### src/rtl/target_track_ctrl.sv
// rtl/target_track_ctrl.sv - detector-driven target acquire/track/coast controller
// Frame edge strobes a 2-cycle eval pipeline; every FSM decision uses the detector box at eval.
module target_track_ctrl #(
  parameter logic [23:0] SEED_XY  = {12'd640, 12'd360},
  parameter logic [2:0]  PROF_NUM = 3'd4
) (
  input  logic        clk,
  input  logic        rst,
  input  logic        per_frame_vsync,
  input  logic        det_en,
  input  logic [11:0] det_left,
  input  logic [11:0] det_right,
  input  logic [11:0] det_top,
  input  logic [11:0] det_down,
  input  logic [3:0]  acq_frames,
  input  logic [3:0]  lost_frames,
  input  logic [11:0] max_jump,
  output logic [23:0] search_xy,
  output logic [1:0]  prof_sel,
  output logic [1:0]  state,
  output logic        track_valid,
  output logic [23:0] target_xy
);

  typedef enum logic [1:0] {
    ST_SEARCH = 2'd0,
    ST_ACQ    = 2'd1,
    ST_TRACK  = 2'd2,
    ST_COAST  = 2'd3
  } state_t;

  state_t      r_state;
  state_t      w_nxt_state;
  logic        r_vs_d;
  logic [1:0]  r_ev;
  logic [23:0] r_search_xy;
  logic [23:0] r_target_xy;
  logic [1:0]  r_prof_sel;
  logic        r_track_valid;
  logic        w_track_valid_nxt;
  logic [3:0]  r_hit_cnt;
  logic [3:0]  r_miss_cnt;

  logic        w_vs_pos;
  logic        w_eval;
  logic [12:0] w_sum_x;
  logic [12:0] w_sum_y;
  logic [11:0] w_cx;
  logic [11:0] w_cy;
  logic [11:0] w_dx;
  logic [11:0] w_dy;
  logic        w_near;
  logic        w_good;
  logic        w_acq_done;
  logic        w_lost;
  logic [2:0]  w_prof_p1;
  logic [1:0]  w_prof_nxt;
  logic [3:0]  w_hit_inc;
  logic [3:0]  w_miss_inc;

  assign w_vs_pos = per_frame_vsync & ~r_vs_d;
  assign w_eval   = r_ev[1];

  // 13-bit sums keep the midpoint exact even for boxes at the far edge
  assign w_sum_x = {1'b0, det_left} + {1'b0, det_right};
  assign w_sum_y = {1'b0, det_top}  + {1'b0, det_down};
  assign w_cx    = 12'(w_sum_x >> 1);
  assign w_cy    = 12'(w_sum_y >> 1);
  assign w_dx    = (w_cx >= r_target_xy[23:12]) ? (w_cx - r_target_xy[23:12]) : (r_target_xy[23:12] - w_cx);
  assign w_dy    = (w_cy >= r_target_xy[11:0])  ? (w_cy - r_target_xy[11:0])  : (r_target_xy[11:0] - w_cy);
  assign w_near  = (w_dx <= max_jump) && (w_dy <= max_jump);
  assign w_good  = det_en && w_near;

  assign w_hit_inc  = (r_hit_cnt == 4'd15)  ? 4'd15 : r_hit_cnt + 4'd1;
  assign w_miss_inc = (r_miss_cnt == 4'd15) ? 4'd15 : r_miss_cnt + 4'd1;
  assign w_acq_done = ({1'b0, r_hit_cnt} + 5'd1) == {1'b0, acq_frames};
  assign w_lost     = (({1'b0, r_miss_cnt} + 5'd1) >= {1'b0, lost_frames}) || (lost_frames == 4'd0);
  assign w_prof_p1  = {1'b0, r_prof_sel} + 3'd1;
  assign w_prof_nxt = (w_prof_p1 >= PROF_NUM) ? 2'd0 : w_prof_p1[1:0];

  always_ff @(posedge clk) begin
    if (rst) begin
      r_state <= ST_SEARCH;
    end else begin
      r_state <= w_nxt_state;
    end
  end

  always_comb begin
    w_nxt_state = r_state;
    if (w_eval) begin
      case (r_state)
        ST_SEARCH: if (det_en) w_nxt_state = (acq_frames <= 4'd1) ? ST_TRACK : ST_ACQ;
        ST_ACQ:    if (!w_good) w_nxt_state = ST_SEARCH;
                   else if (w_acq_done) w_nxt_state = ST_TRACK;
        ST_TRACK:  if (!w_good) w_nxt_state = ST_COAST;
        ST_COAST:  if (w_good) w_nxt_state = ST_TRACK;
                   else if (w_lost) w_nxt_state = ST_SEARCH;
        default:   w_nxt_state = ST_SEARCH;
      endcase
    end
  end

  always_comb begin
    w_track_valid_nxt = (w_nxt_state == ST_TRACK) || (w_nxt_state == ST_COAST);
  end

  always_ff @(posedge clk) begin
    if (rst) begin
      r_vs_d        <= 1'b0;
      r_ev          <= 2'b00;
      r_search_xy   <= SEED_XY;
      r_target_xy   <= SEED_XY;
      r_prof_sel    <= 2'd0;
      r_track_valid <= 1'b0;
      r_hit_cnt     <= 4'd0;
      r_miss_cnt    <= 4'd0;
    end else begin
      r_vs_d        <= per_frame_vsync;
      r_ev          <= {r_ev[0], w_vs_pos};
      r_track_valid <= w_track_valid_nxt;
      if (w_eval) begin
        case (r_state)
          ST_SEARCH: begin
            if (det_en) begin
              r_target_xy <= {w_cx, w_cy};
              r_search_xy <= {w_cx, w_cy};
              r_hit_cnt   <= 4'd1;
            end else begin
              r_prof_sel  <= w_prof_nxt;
            end
          end
          ST_ACQ: begin
            if (w_good) begin
              r_hit_cnt   <= w_hit_inc;
              r_target_xy <= {w_cx, w_cy};
              r_search_xy <= {w_cx, w_cy};
            end else begin
              r_hit_cnt   <= 4'd0;
              r_search_xy <= SEED_XY;
            end
          end
          default: begin
            if (w_good) begin
              r_target_xy <= {w_cx, w_cy};
              r_search_xy <= {w_cx, w_cy};
              r_miss_cnt  <= 4'd0;
            end else if (r_state == ST_TRACK) begin
              r_miss_cnt  <= 4'd1;
            end else if (w_lost) begin
              r_search_xy <= SEED_XY;
              r_hit_cnt   <= 4'd0;
              r_miss_cnt  <= 4'd0;
            end else begin
              r_miss_cnt  <= w_miss_inc;
            end
          end
        endcase
      end
    end
  end

  assign search_xy   = r_search_xy;
  assign target_xy   = r_target_xy;
  assign prof_sel    = r_prof_sel;
  assign state       = r_state;
  assign track_valid = r_track_valid;

endmodule

### config.mk
export PLATFORM = sky130hd
export DESIGN_NAME = target_track_ctrl
export DESIGN_NICKNAME = d
export VERILOG_FILES = /design/src/rtl/target_track_ctrl.sv
export SDC_FILE = /design/constraint.sdc
export NUM_CORES = 1
export LEC_CHECK = 0
export ABC_AREA = 1
export ABC_CLOCK_PERIOD_IN_PS = 4800
export BUFFER_PORTS_ARGS = -buffer_cell sky130_fd_sc_hd__buf_2
export CORE_UTILIZATION = 37
export CTS_CLUSTER_SIZE = 30
export DETAILED_ROUTE_END_ITERATION = 10
export PLACE_DENSITY = 0.62
export SLEW_MARGIN = 20
export SYNTH_ARGS = -nofsm -noshare
export SYNTH_HDL_FRONTEND = slang
export SYNTH_SLANG_ARGS = --single-unit
### constraint.sdc
create_clock -name clk -period 4.8 [get_ports clk]
set_input_delay 0.72 -clock clk [delete_from_list [all_inputs] [get_ports clk]]
set_output_delay 0.72 -clock clk [all_outputs]
set_load 0.1 [all_outputs]
==> results by group <==
Status
  – Status: finished, final reports clean

Job
  – Max-cap viol count: 0

Placed design
  – DP Wirelength: 16.9 mm
  – IO buf count: 124
  – Placed instance area: 0.00896 mm^2
  – Gpl congestion: 0.978

Global routing
  – Antenna violations before repair: 0
  – Tot GR Track Use: 0.209
  – Grt ovf: 0
  – First-pass GRT wire length: 33.3 mm
  – Largest net degree at the start of global routing: 46
  – Vias in the first global route: 6900

Cells and area
  – Antenna cells: 0
  – Share of post-route cells with drive strength above 1: 0.353
  – Final core occ: 0.565
  – Net total in the final layout: 1558
  – Area Growth Syn to Fin: 47.2%
  – Post-route cell area: 0.0103 mm^2

Clock tree
  – CTS H-tree lvls: 3
  – Root buffer cell: clkbuf_16
  – Max Buffers Root-to-Sink: 2
  – Hold_buf cts: 0
  – Num CTS Buffers: 9
  – Later-pin clock latency in the skew report: 0.33 ns
  – Clk sinks: 64
  – Clk slew on worst S/H paths: 0.06 ns
  – CTS tree: yes

Setup path
  – Slowest stage delay, CP: 0.36 ns
  – Critical path's most frequent cell: nand2_1
  – Crit. End Element: register
  – Critical path's slowest cell: fa_2
  – WP data arrival: 4.96 ns
  – Critical Path RT: 5.07 ns
  – Worst-path fanout max: 6
  – R2R cell count: 25
  – Worst Setup Start Kind: primary input
  – Crit Path Class: in2reg

Synth
  – Post-synthesis mux area share: 0
  – Cell area after synthesis: 0.00698 mm^2
  – Synth top area cells: dfxtp_1 (18%), ha_1 (18%), nand2_1 (15%), inv_1 (9.7%), a21oi_1 (7.3%)
  – #FFs+latches synth: 64
  – Sequential area share after synthesis: 0.183
  – Post-synth ARST share: 0
  – Simple-gate share of the synthesized area: 0.279
  – Post-synthesis adder-cell area fraction: 0.198
  – Syn nets: 1267
  – Top_reg_cell synth: dfxtp_1
  – Syn avg cell area: 6.42 um^2
  – EDFF count, synth: 0
  – Syn. warnings: 0
  – Synth Instances: 1088
  – Post-synth top area share: 0.183
  – Synth cell count leaders: nand2_1 (283), inv_1 (180), a21oi_1 (102)
  – Synth cell types: 44
  – Synth area leader: dfxtp_1
  – Most frequent cell after synthesis: nand2_1
  – Largest family of logic cells by synthesized area: simple AND/OR/NAND/NOR gates
  – Xor and xnor area share after synthesis: 0.0702
  – Synth Area in Compound Gates: 0.147

Detailed routing
  – Initial DRC Count: 461
  – # DRC: 0
  – DRT antenna net count: 0
  – Vias per cell: 4.79
  – WL/cell: 13.3 um
  – Drt total wl: 21.5 mm
  – Via count: 7730
  – 1st-pass router iterations: 5

STA
  – Highest clock rate: 213 MHz
  – Slew Viols, Final: 0
  – Worst Skew: 0.00937 ns
  – Final Hold Viols: 0
  – Final Cycle Share: 0.977
  – RSZ-0062 raised after global routing: true
  – Slew HR: 0.351
  – Final number of setup-violating endpoints: 0
  – Hold_ws: 0.398 ns
  – Actual slew at the worst max-slew pin: 0.973 ns
  – Crit path time final: 4.69 ns

Power
  – Switching share of total power: 0.421
  – Maximum vdd drop: 0.216 mV
  – Clock Power Share: 0.216
  – Internal power: 2.08 mW
  – Sequential share of power: 0.157
  – Combinational fraction of design power: 0.627
  – Leakage: 5.45 nW
  – Pwr/cell area: 350 mW/mm^2
  – Net Switching: 1.52 mW

Min path
  – Hold depth: 1
  – Worst hold path class: reg2reg

Floorplan
  – Die Span Y: 139 um
  – Core ar.: 0.0182 mm^2
  – Row cnt: 49
  – Die area: 0.0194 mm^2
  – Initial core utilization: 0.384
  – Die Width: 139 um
  – Ports: 125
kinds of logic after synthesis:
group                      count (synthesis)
and+or+nand+nor                          461
buffers and inverters                    211
AOI/OAI and AO/OA                        189
adders and majority gates                107
DFF                                       64
xor gates and xnor gates                  56
metal layers:
| metal | track usage | wire length [um] |
|---|---|---|
| met5 | 0 | 0 |
| met2 | 0.319 | 9510 |
| met4 | 0.0561 | 448 |
| met1 | 0.302 | 10500 |
| met3 | 0.0323 | 1020 |
state kept, by name, summed over array words and instances (netlist names):
register and flops:
state 2, r_hit_cnt 4, r_miss_cnt 4, prof_sel 2, track_valid 1, search_xy 24
target_xy 24, r_ev 2, r_vs_d 1
repair_timing:
item	in CTS	in global routing
pin swaps	12	73
cloned	1	1
gates resized for setup	21	180
hold endpoints to repair	0	0
setup endpoints to repair	59	59
setup buffers	6	15
power groups by stage:
stage / registers [mW] / clock network (mW) / logic (mW)
after global routing: 0.568 / 0.811 / 2.49
after detailed placement: 0.577 / 0 / 1.89
after CTS: 0.565 / 0.785 / 1.96
after floorplan: 0.673 / 0 / 1.08
final: 0.566 / 0.776 / 2.26
after global placement: 0.577 / 0 / 1.88
area by class of cell:
class	instances	area [um^2]
inverters	184	711
fillers	1696	7930
repair inverters	1	8.76
multi-input cells	813	5600
repair buffers	306	2050
clock inverters	7	125
clock buffers	9	225
flip-flops and latches	64	1280
well taps	229	287
critical path: cells and delay by family:
kind	cells	cell delay, ns
buf+inv	10	1.07
fa+ha+maj	3	0.82
simple gates	23	1.87
compound gates	4	0.47
worst paths after layout:
kind	to	slack [ns]	startpoint
worst max-delay path	r_hit_cnt[2]	0.11	det_right[0]
worst min-delay path	r_ev[0]	0.40	r_vs_d
worst max register to register	r_hit_cnt[2]	1.04	target_xy[12]
worst min register to register	r_ev[0]	0.40	r_vs_d
metrics by stage:
step | setup WS, ns | TNS (ns) | power [mW] | cells
finish | 0.110 | 0 | 3.60 | 1613
global route | -0.126 | -4.17 | 3.87 | 1613
CTS | 0.000627 | 0 | 3.31 | 1599
detailed placement | -0.699 | -37.77 | 2.47 | 1576
global placement | -0.662 | -36.17 | 2.46 | 1576
floorplan | 0.112 | 0 | 1.75 | 1088
cell usage in the layout, fill, tap and decap left out, types with 12 or more instances in the layout:
| cell | instances |
|---|---|
| a21oi_1 | 73 |
| a21oi_2 | 28 |
| buf_2 | 122 |
| buf_4 | 175 |
| dfxtp_1 | 64 |
| ha_1 | 82 |
| ha_4 | 16 |
| inv_1 | 172 |
| nand2_1 | 255 |
| nand2_2 | 26 |
| nand3_1 | 54 |
| nand4_1 | 12 |
| nor2_1 | 65 |
| o21ai_0 | 25 |
| o21ai_1 | 15 |
| o21ai_2 | 20 |
| xor2_1 | 43 |
(Power assumes the default switching activity.)
